$ cat config.mk
export PLATFORM = sky130hd
export DESIGN_NAME = adder_share_arbiter_flat
export DESIGN_NICKNAME = d
export VERILOG_FILES = /design/src/rtl/adder_share_arbiter_if.sv /design/src/rtl/adder_share_arbiter.sv /design/src/flat_wrapper.sv
export SDC_FILE = /design/constraint.sdc
export NUM_CORES = 1
export LEC_CHECK = 0
export ABC_AREA = 1
export BUFFER_PORTS_ARGS = -buffer_cell sky130_fd_sc_hd__buf_2
export CAP_MARGIN = 25
export CORE_MARGIN = 2
export CORE_UTILIZATION = 40
export CTS_CLUSTER_SIZE = 28
export DETAILED_ROUTE_END_ITERATION = 16
export PLACE_DENSITY_LB_ADDON = 0.12
export SLEW_MARGIN = 10
export SYNTH_ARGS = -nofsm -noshare
export SYNTH_HDL_FRONTEND = slang
export SYNTH_SLANG_ARGS = --single-unit
$ cat constraint.sdc
create_clock -name clk -period 1.3 [get_ports clk]
set_clock_uncertainty 0.05 [all_clocks]
set_input_delay 0.26 -clock clk [delete_from_list [all_inputs] [get_ports clk]]
set_output_delay 0.26 -clock clk [all_outputs]
set_load 0.02 [all_outputs]
$ cat src/rtl/adder_share_arbiter_if.sv
// Request/response channel bundle between two operand sources and the
// shared-adder arbiter. The master side is the requester/consumer; the
// slave side is the arbiter.
interface adder_share_arbiter_if #(
   parameter int W = 3
);
   logic         req0_valid;
   logic         req0_ready;
   logic [W-1:0] req0_x;
   logic [W-1:0] req0_y;
   logic         req1_valid;
   logic         req1_ready;
   logic [W-1:0] req1_x;
   logic [W-1:0] req1_y;

   logic         rsp0_valid;
   logic         rsp0_ready;
   logic [W-1:0] rsp0_sum;
   logic         rsp0_cout;
   logic         rsp1_valid;
   logic         rsp1_ready;
   logic [W-1:0] rsp1_sum;
   logic         rsp1_cout;

   modport master (
      output req0_valid, req0_x, req0_y, req1_valid, req1_x, req1_y,
      input  req0_ready, req1_ready,
      input  rsp0_valid, rsp0_sum, rsp0_cout, rsp1_valid, rsp1_sum, rsp1_cout,
      output rsp0_ready, rsp1_ready
   );

   modport slave (
      input  req0_valid, req0_x, req0_y, req1_valid, req1_x, req1_y,
      output req0_ready, req1_ready,
      output rsp0_valid, rsp0_sum, rsp0_cout, rsp1_valid, rsp1_sum, rsp1_cout,
      input  rsp0_ready, rsp1_ready
   );
endinterface

$ cat src/rtl/adder_share_arbiter.sv
// Round-robin arbiter sharing one external 3-bit adder between two
// requesters. One operation walks IDLE -> EXEC -> RESP; the adder sees the
// granted operands only during EXEC and its result is held in RESP until
// the owning consumer takes it.
module adder_share_arbiter #(
   parameter int W = 3
) (
   input  logic                 clk,
   input  logic                 rst,
   adder_share_arbiter_if.slave bus,
   output logic [W-1:0]         add_x,
   output logic [W-1:0]         add_y,
   input  logic [W-1:0]         add_sum,
   input  logic                 add_cout,
   output logic                 busy,
   output logic                 grant,
   output logic [7:0]           ops_done
);

   typedef enum logic [1:0] {
      IDLE = 2'd0,
      EXEC = 2'd1,
      RESP = 2'd2
   } state_t;

   state_t       state_q, state_d;
   logic         last_grant_q, last_grant_d;
   logic         grant_q, grant_d;
   logic [W-1:0] op_x_q, op_x_d;
   logic [W-1:0] op_y_q, op_y_d;
   logic [W-1:0] res_sum_q, res_sum_d;
   logic         res_cout_q, res_cout_d;
   logic [7:0]   ops_done_q, ops_done_d;

   logic sel_s;
   logic idle_s;
   logic resp_s;
   logic hs_s;
   logic rsp_hs_s;
   logic rsp0_valid_s;
   logic rsp1_valid_s;

   // Pick the candidate channel: a lone requester wins, a tie goes to the
   // channel that did not own the adder last.
   always_comb begin
      sel_s = 1'b0;
      if (bus.req0_valid && bus.req1_valid) begin
         sel_s = ~last_grant_q;
      end else if (bus.req1_valid) begin
         sel_s = 1'b1;
      end else begin
         sel_s = 1'b0;
      end
   end

   assign idle_s         = (state_q == IDLE);
   assign resp_s         = (state_q == RESP);
   assign bus.req0_ready = idle_s & ~sel_s & bus.req0_valid;
   assign bus.req1_ready = idle_s &  sel_s & bus.req1_valid;
   assign hs_s           = bus.req0_ready | bus.req1_ready;

   assign rsp0_valid_s   = resp_s & ~grant_q;
   assign rsp1_valid_s   = resp_s &  grant_q;
   assign rsp_hs_s       = grant_q ? (rsp1_valid_s & bus.rsp1_ready)
                                   : (rsp0_valid_s & bus.rsp0_ready);

   assign bus.rsp0_valid = rsp0_valid_s;
   assign bus.rsp1_valid = rsp1_valid_s;
   assign bus.rsp0_sum   = rsp0_valid_s ? res_sum_q  : {W{1'b0}};
   assign bus.rsp0_cout  = rsp0_valid_s ? res_cout_q : 1'b0;
   assign bus.rsp1_sum   = rsp1_valid_s ? res_sum_q  : {W{1'b0}};
   assign bus.rsp1_cout  = rsp1_valid_s ? res_cout_q : 1'b0;

   // Operand registers are non-zero only during EXEC, so the adder inputs
   // come straight from flops and read 0 in every other state.
   assign add_x    = op_x_q;
   assign add_y    = op_y_q;
   assign busy     = ~idle_s;
   assign grant    = grant_q;
   assign ops_done = ops_done_q;

   // Next-state and datapath updates for the three-phase operation.
   always_comb begin
      state_d      = state_q;
      last_grant_d = last_grant_q;
      grant_d      = grant_q;
      op_x_d       = op_x_q;
      op_y_d       = op_y_q;
      res_sum_d    = res_sum_q;
      res_cout_d   = res_cout_q;
      ops_done_d   = ops_done_q;
      case (state_q)
         IDLE: begin
            if (hs_s) begin
               state_d = EXEC;
               grant_d = sel_s;
               if (sel_s) begin
                  op_x_d = bus.req1_x;
                  op_y_d = bus.req1_y;
               end else begin
                  op_x_d = bus.req0_x;
                  op_y_d = bus.req0_y;
               end
            end else begin
               state_d = IDLE;
            end
         end
         EXEC: begin
            res_sum_d  = add_sum;
            res_cout_d = add_cout;
            op_x_d     = {W{1'b0}};
            op_y_d     = {W{1'b0}};
            state_d    = RESP;
         end
         RESP: begin
            if (rsp_hs_s) begin
               ops_done_d   = ops_done_q + 8'd1;
               last_grant_d = grant_q;
               state_d      = IDLE;
            end else begin
               state_d = RESP;
            end
         end
         default: begin
            state_d = IDLE;
            op_x_d  = {W{1'b0}};
            op_y_d  = {W{1'b0}};
         end
      endcase
   end

   // State and datapath registers; reset abandons any in-flight operation.
   always_ff @(posedge clk or posedge rst) begin
      if (rst) begin
         state_q      <= IDLE;
         last_grant_q <= 1'b1;
         grant_q      <= 1'b0;
         op_x_q       <= {W{1'b0}};
         op_y_q       <= {W{1'b0}};
         res_sum_q    <= {W{1'b0}};
         res_cout_q   <= 1'b0;
         ops_done_q   <= 8'd0;
      end else begin
         state_q      <= state_d;
         last_grant_q <= last_grant_d;
         grant_q      <= grant_d;
         op_x_q       <= op_x_d;
         op_y_q       <= op_y_d;
         res_sum_q    <= res_sum_d;
         res_cout_q   <= res_cout_d;
         ops_done_q   <= ops_done_d;
      end
   end

endmodule

$ cat src/flat_wrapper.sv
// flat-port wrapper written by rule: the top's interface ports become plain ports
module adder_share_arbiter_flat 
#(
   parameter int W = 3
)
  (clk, rst, add_x, add_y, add_sum, add_cout, busy, grant, ops_done, bus_req0_valid, bus_req0_x, bus_req0_y, bus_req1_valid, bus_req1_x, bus_req1_y, bus_req0_ready, bus_req1_ready, bus_rsp0_valid, bus_rsp0_sum, bus_rsp0_cout, bus_rsp1_valid, bus_rsp1_sum, bus_rsp1_cout, bus_rsp0_ready, bus_rsp1_ready);
  adder_share_arbiter_if #(.W(W)) bus_i ();
  input  logic clk;
  input  logic rst;
  output logic [W-1:0] add_x;
  output logic [W-1:0] add_y;
  input  logic [W-1:0] add_sum;
  input  logic add_cout;
  output logic busy;
  output logic grant;
  output logic [7:0] ops_done;
  input wire logic [$bits(bus_i.req0_valid)-1:0] bus_req0_valid;
  input wire logic [$bits(bus_i.req0_x)-1:0] bus_req0_x;
  input wire logic [$bits(bus_i.req0_y)-1:0] bus_req0_y;
  input wire logic [$bits(bus_i.req1_valid)-1:0] bus_req1_valid;
  input wire logic [$bits(bus_i.req1_x)-1:0] bus_req1_x;
  input wire logic [$bits(bus_i.req1_y)-1:0] bus_req1_y;
  output wire logic [$bits(bus_i.req0_ready)-1:0] bus_req0_ready;
  output wire logic [$bits(bus_i.req1_ready)-1:0] bus_req1_ready;
  output wire logic [$bits(bus_i.rsp0_valid)-1:0] bus_rsp0_valid;
  output wire logic [$bits(bus_i.rsp0_sum)-1:0] bus_rsp0_sum;
  output wire logic [$bits(bus_i.rsp0_cout)-1:0] bus_rsp0_cout;
  output wire logic [$bits(bus_i.rsp1_valid)-1:0] bus_rsp1_valid;
  output wire logic [$bits(bus_i.rsp1_sum)-1:0] bus_rsp1_sum;
  output wire logic [$bits(bus_i.rsp1_cout)-1:0] bus_rsp1_cout;
  input wire logic [$bits(bus_i.rsp0_ready)-1:0] bus_rsp0_ready;
  input wire logic [$bits(bus_i.rsp1_ready)-1:0] bus_rsp1_ready;
  assign bus_i.req0_valid = bus_req0_valid;
  assign bus_i.req0_x = bus_req0_x;
  assign bus_i.req0_y = bus_req0_y;
  assign bus_i.req1_valid = bus_req1_valid;
  assign bus_i.req1_x = bus_req1_x;
  assign bus_i.req1_y = bus_req1_y;
  assign bus_req0_ready = bus_i.req0_ready;
  assign bus_req1_ready = bus_i.req1_ready;
  assign bus_rsp0_valid = bus_i.rsp0_valid;
  assign bus_rsp0_sum = bus_i.rsp0_sum;
  assign bus_rsp0_cout = bus_i.rsp0_cout;
  assign bus_rsp1_valid = bus_i.rsp1_valid;
  assign bus_rsp1_sum = bus_i.rsp1_sum;
  assign bus_rsp1_cout = bus_i.rsp1_cout;
  assign bus_i.rsp0_ready = bus_rsp0_ready;
  assign bus_i.rsp1_ready = bus_rsp1_ready;
  adder_share_arbiter #(.W(W)) u_core (.clk(clk), .rst(rst), .bus(bus_i), .add_x(add_x), .add_y(add_y), .add_sum(add_sum), .add_cout(add_cout), .busy(busy), .grant(grant), .ops_done(ops_done));
endmodule
==> results.py <==
metrics = {
    "sta": {
        "rsz_0062_raised_after_global_routing": "yes",
        "period_share_pct": 127,
        "hold_viol": 0,
        "setup_ws_ns": -0.349,
        "worstMarginPinSlew_ns": 0.301,
        "setup_tns_ns": -5.56,
        "final.hold.worst_slack_ns": 0.117,
        "post-route-min-period_ns": 1.65,
        "achievable-frequency_mhz": 606,
        "finalSetupViolations": 32,
        "maxSlewHeadroom_pct": 79.9,
        "report.final.slew_viol_count": 0,
    },
    "run_status": {
        "violations_in_the_final_reports": "setup timing",
        "status": "complete, but fails checks",
    },
    "die": {
        "design.die.area_um2": 3580,
        "fp.dieH_um": 59.9,
        "fp.dieW_um": 59.9,
        "core-area_um2": 3000,
        "initial_core_util_pct": 41.6,
        "ioPinCount": 50,
        "floorplan.rows": 20,
    },
    "synth": {
        "yosysWarnings": 0,
        "number_of_flops_mapped_to_enable_cells_by_yosys": 0,
        "ys_seq_elements": 22,
        "synth_compound_gate_area_share_pct": 3.21,
        "syn-mean-instance-area_um2": 7.18,
        "post_synth_and_or_nand_nor_area_fraction_pct": 41.7,
        "post_synth_fa_ha_maj_area_fraction_pct": 1.00,
        "synth_cells": 174,
        "xor_and_xnor_area_share_after_synthesis_pct": 2.10,
        "synth-async-reset-ratio_pct": 100,
        "yosys-mux-area-fraction_pct": 0,
        "synthesis.area_um2": 1250,
        "synth-main-ff-cell": "sky130_fd_sc_hd__dfrtp_1",
        "synth.yosys.seq_area_share_pct": 44.2,
        "synthesis.nets": 197,
        "synth.lib_cells_used.distinct": 23,
        "synth_top_family_by_area": "simple AND/OR/NAND/NOR gates",
    },
    "clock_tree": {
        "clock-sinks": 22,
        "cts_tree": "done",
        "clock_tree.root_cell": "sky130_fd_sc_hd__clkbuf_4",
        "clock_latency_ns": 0.32,
        "clock_pin_slew_of_the_registers_on_the_worst_case_setup_and_hold_paths_ns": 0.14,
        "tritoncts.num_buffers": 3,
        "clockBufferDepth": 2,
        "cts-htree-levels": 1,
    },
    "critical_path": {
        "worstSetupPathType": "flip-flop to output pin",
        "r2r-end": "u_core.state_q[1]",
        "critPathLaunchType": "flip-flop",
        "ff2ff_setup_slack_ns": -0.11,
        "cp_dominant_cell_by_count": "sky130_fd_sc_hd__nor2_4",
        "crit_start": "u_core.state_q[0]",
        "worstRegToRegCells": 8,
        "setup.worst_path.end": "bus_rsp1_cout",
        "timing.critical_path.to_type": "output pin",
        "critical_path_rt_ns": 0.99,
        "crit_slowest_cell": "sky130_fd_sc_hd__dfrtp_1",
        "timing.critical_path.fanout_max": 4,
        "critPathArrivalTime_ns": 1.34,
        "crit_path_cell_trace": "inv_2, nand2_4, nor2_4, inv_4, nor2_4, buf_6",
        "crit-reg2reg-launch": "u_core.state_q[0]",
        "critical-path-max-stage-delay_ns": 0.43,
    },
    "global_route": {
        "antenna_found_initial": 0,
        "largest_net_degree_at_the_start_of_global_routing": 23,
        "global_route_wire_length_before_repair_mm": 5.42,
        "grt_pass1_vias": 1264,
        "overflow": 0,
        "groute.usage.overall_pct": 19.7,
    },
    "power": {
        "share_comb_of_total_power_pct": 67.3,
        "netSwitchingPower_mw": 2.16,
        "power.share.switching_pct": 47.5,
        "power.static_leakage_nw": 1.12,
        "ir_drop_mv": 0.978,
        "internal_power_mw": 2.39,
        "cellPowerDensity_nw_per_um2": 2170,
        "power.clock.fraction_pct": 7.6,
        "power_frac_seq_pct": 25.1,
    },
    "final_layout": {
        "finalInstanceArea_um2": 2100,
        "num-nets-final": 278,
        "antenna_cells": 0,
        "multi_input_comb_area_um2": 818,
        "seq_area_um2": 559,
        "drive_above_1_share_pct": 52.0,
        "num-fill-cells": 251,
        "syn_to_final_growth_pct": 68.0,
    },
    "place": {
        "gp_routability_congestion": 0.800,
        "hpwl_mm": 2.20,
        "place_area_um2": 1660,
        "port_buffers": 49,
    },
    "route": {
        "post_drt_via_cell_ratio": 4.77,
        "drt-initial-drc-count": 50,
        "postRouteWirelength_mm": 3.65,
        "route.detailed.wl_per_inst_um": 12.7,
        "drc": 0,
        "detailroute.via_count": 1368,
        "drt.antenna.violating_nets": 0,
        "first_pass_iters": 4,
    },
    "flow_run": {
        "maxCapViolCount": 0,
    },
    "worst_hold_path": {
        "min_path_type": "input pin to flip-flop",
    },
}
[placed cells by master (no fill, tap or decap)]
cell type                        n
sky130_fd_sc_hd__nand2_1        50
sky130_fd_sc_hd__buf_2          36
sky130_fd_sc_hd__buf_6          22
sky130_fd_sc_hd__nor2_1         16
sky130_fd_sc_hd__inv_1          16
sky130_fd_sc_hd__buf_4          16
sky130_fd_sc_hd__dfrtp_1        15
sky130_fd_sc_hd__nor2_4         13
sky130_fd_sc_hd__nand2_2        13
sky130_fd_sc_hd__nand3_1        12
sky130_fd_sc_hd__nand2_4         6
sky130_fd_sc_hd__dfrtp_2         6
sky130_fd_sc_hd__nand2_8         4
sky130_fd_sc_hd__nor2_2          4
sky130_fd_sc_hd__a21oi_1         4
sky130_fd_sc_hd__inv_4           3
sky130_fd_sc_hd__clkbuf_4        3
sky130_fd_sc_hd__inv_2           2
sky130_fd_sc_hd__xor2_1          2
sky130_fd_sc_hd__xnor2_1         1
sky130_fd_sc_hd__nand3_4         1
sky130_fd_sc_hd__inv_6           1
sky130_fd_sc_hd__or2_1           1
sky130_fd_sc_hd__o21ai_1         1
sky130_fd_sc_hd__a21oi_4         1
sky130_fd_sc_hd__o22ai_1         1
sky130_fd_sc_hd__ha_1            1
sky130_fd_sc_hd__clkbuf_1        1
sky130_fd_sc_hd__dlygate4sd3_1   1
sky130_fd_sc_hd__dfstp_2         1
[routing by layer]
layer	GRT usage, %	vias to the layer above	share of wire [%]
li1	-	689	-
met1	24.5	641	43
met2	36.3	36	53
met3	2.81	2	4.1
met4	2.86	0	0.27
met5	0	-	0
[metrics by stage]
stage / util, % / setup WS [ns] / instances / total power, mW
after floorplan: - / -0.0902 / 174 / 2.60
after global placement: 55.3 / -0.0249 / 262 / 3.16
after detailed placement: 55.3 / -0.0531 / 262 / 3.20
after CTS: 65.3 / -0.292 / 278 / 4.14
after global routing: 69.9 / -0.407 / 287 / 4.86
final: 69.9 / -0.349 / 287 / 4.55
[timing repair]
item,4_1_cts,5_1_grt
hold endpoints to repair,21,0
cloned,1,3
endpoints found under the setup margin,20,38
gates resized for setup,53,20
setup buffers,10,7
hold buffers,1,0
pin swaps,15,16
[synthesized netlist by cell type, types with 2 or more instances]
cell / count / area (um^2)
sky130_fd_sc_hd__nor2_4: 2 / 22.5
sky130_fd_sc_hd__dfrtp_1: 21 / 526
sky130_fd_sc_hd__inv_1: 19 / 71.3
sky130_fd_sc_hd__nor2_1: 30 / 113
sky130_fd_sc_hd__a21oi_1: 4 / 20.0
sky130_fd_sc_hd__nand2_1: 64 / 240
sky130_fd_sc_hd__nand3_1: 12 / 60.1
sky130_fd_sc_hd__inv_2: 2 / 7.51
sky130_fd_sc_hd__nand2_4: 5 / 56.3
sky130_fd_sc_hd__xor2_1: 2 / 17.5
[kinds of logic (layout without fill, tap and decap cells)]
kind of cell	after synthesis	after routing
xor+xnor	3	3
buf+inv	24	101
fa+ha+maj	1	1
flops	22	22
simple gates	117	120
compound gates	7	7
[state kept, by name, indices dropped and copies added, names as in the netlist]
| register | cells |
|---|---|
| u_core.res_cout_q | 1 |
| u_core.add_x | 3 |
| u_core.ops_done | 8 |
| u_core.state_q | 2 |
| u_core.grant | 1 |
| u_core.res_sum_q | 3 |
| u_core.add_y | 3 |
| u_core.last_grant_q | 1 |
[layout make-up]
| cell class | count | share of cell area [%] |
|---|---|---|
| multi-input cells | 131 | 39.0 |
| flip-flops and latches | 22 | 26.7 |
| repair buffers | 75 | 26.6 |
| inverters | 22 | 4.53 |
| well taps | 33 | 1.97 |
| clock buffers | 4 | 1.25 |
[critical path, delay by kind of cell (launching register included)]
family                 cells  cell delay [ns]
DFF                        1             0.43
and+or+nand+nor            3             0.31
buffers and inverters      3             0.30
[how the worst min path moves through the flow]
stage / startpoint / slack [ns] / depth (start not counted) / to
floorplan: rst / 0.20 / 1 / u_core.add_x[0]
global placement: rst / 0.25 / 3 / u_core.ops_done[1]
detailed placement: rst / 0.27 / 3 / u_core.ops_done[1]
CTS: add_sum[2] / 0.13 / 3 / u_core.res_sum_q[2]
global route: add_sum[2] / 0.15 / 3 / u_core.res_sum_q[2]
finish: add_sum[2] / 0.12 / 3 / u_core.res_sum_q[2]
[power groups by stage]
stage	Sequential, mW	Combinational (mW)	Clock [mW]
finish	1.14	3.06	0.344
floorplan	1.27	1.33	0
global placement	1.14	2.02	0
CTS	1.14	2.66	0.338
detailed placement	1.14	2.06	0
global route	1.17	3.31	0.372
No activity file was read; power rests on OpenSTA's default activity.
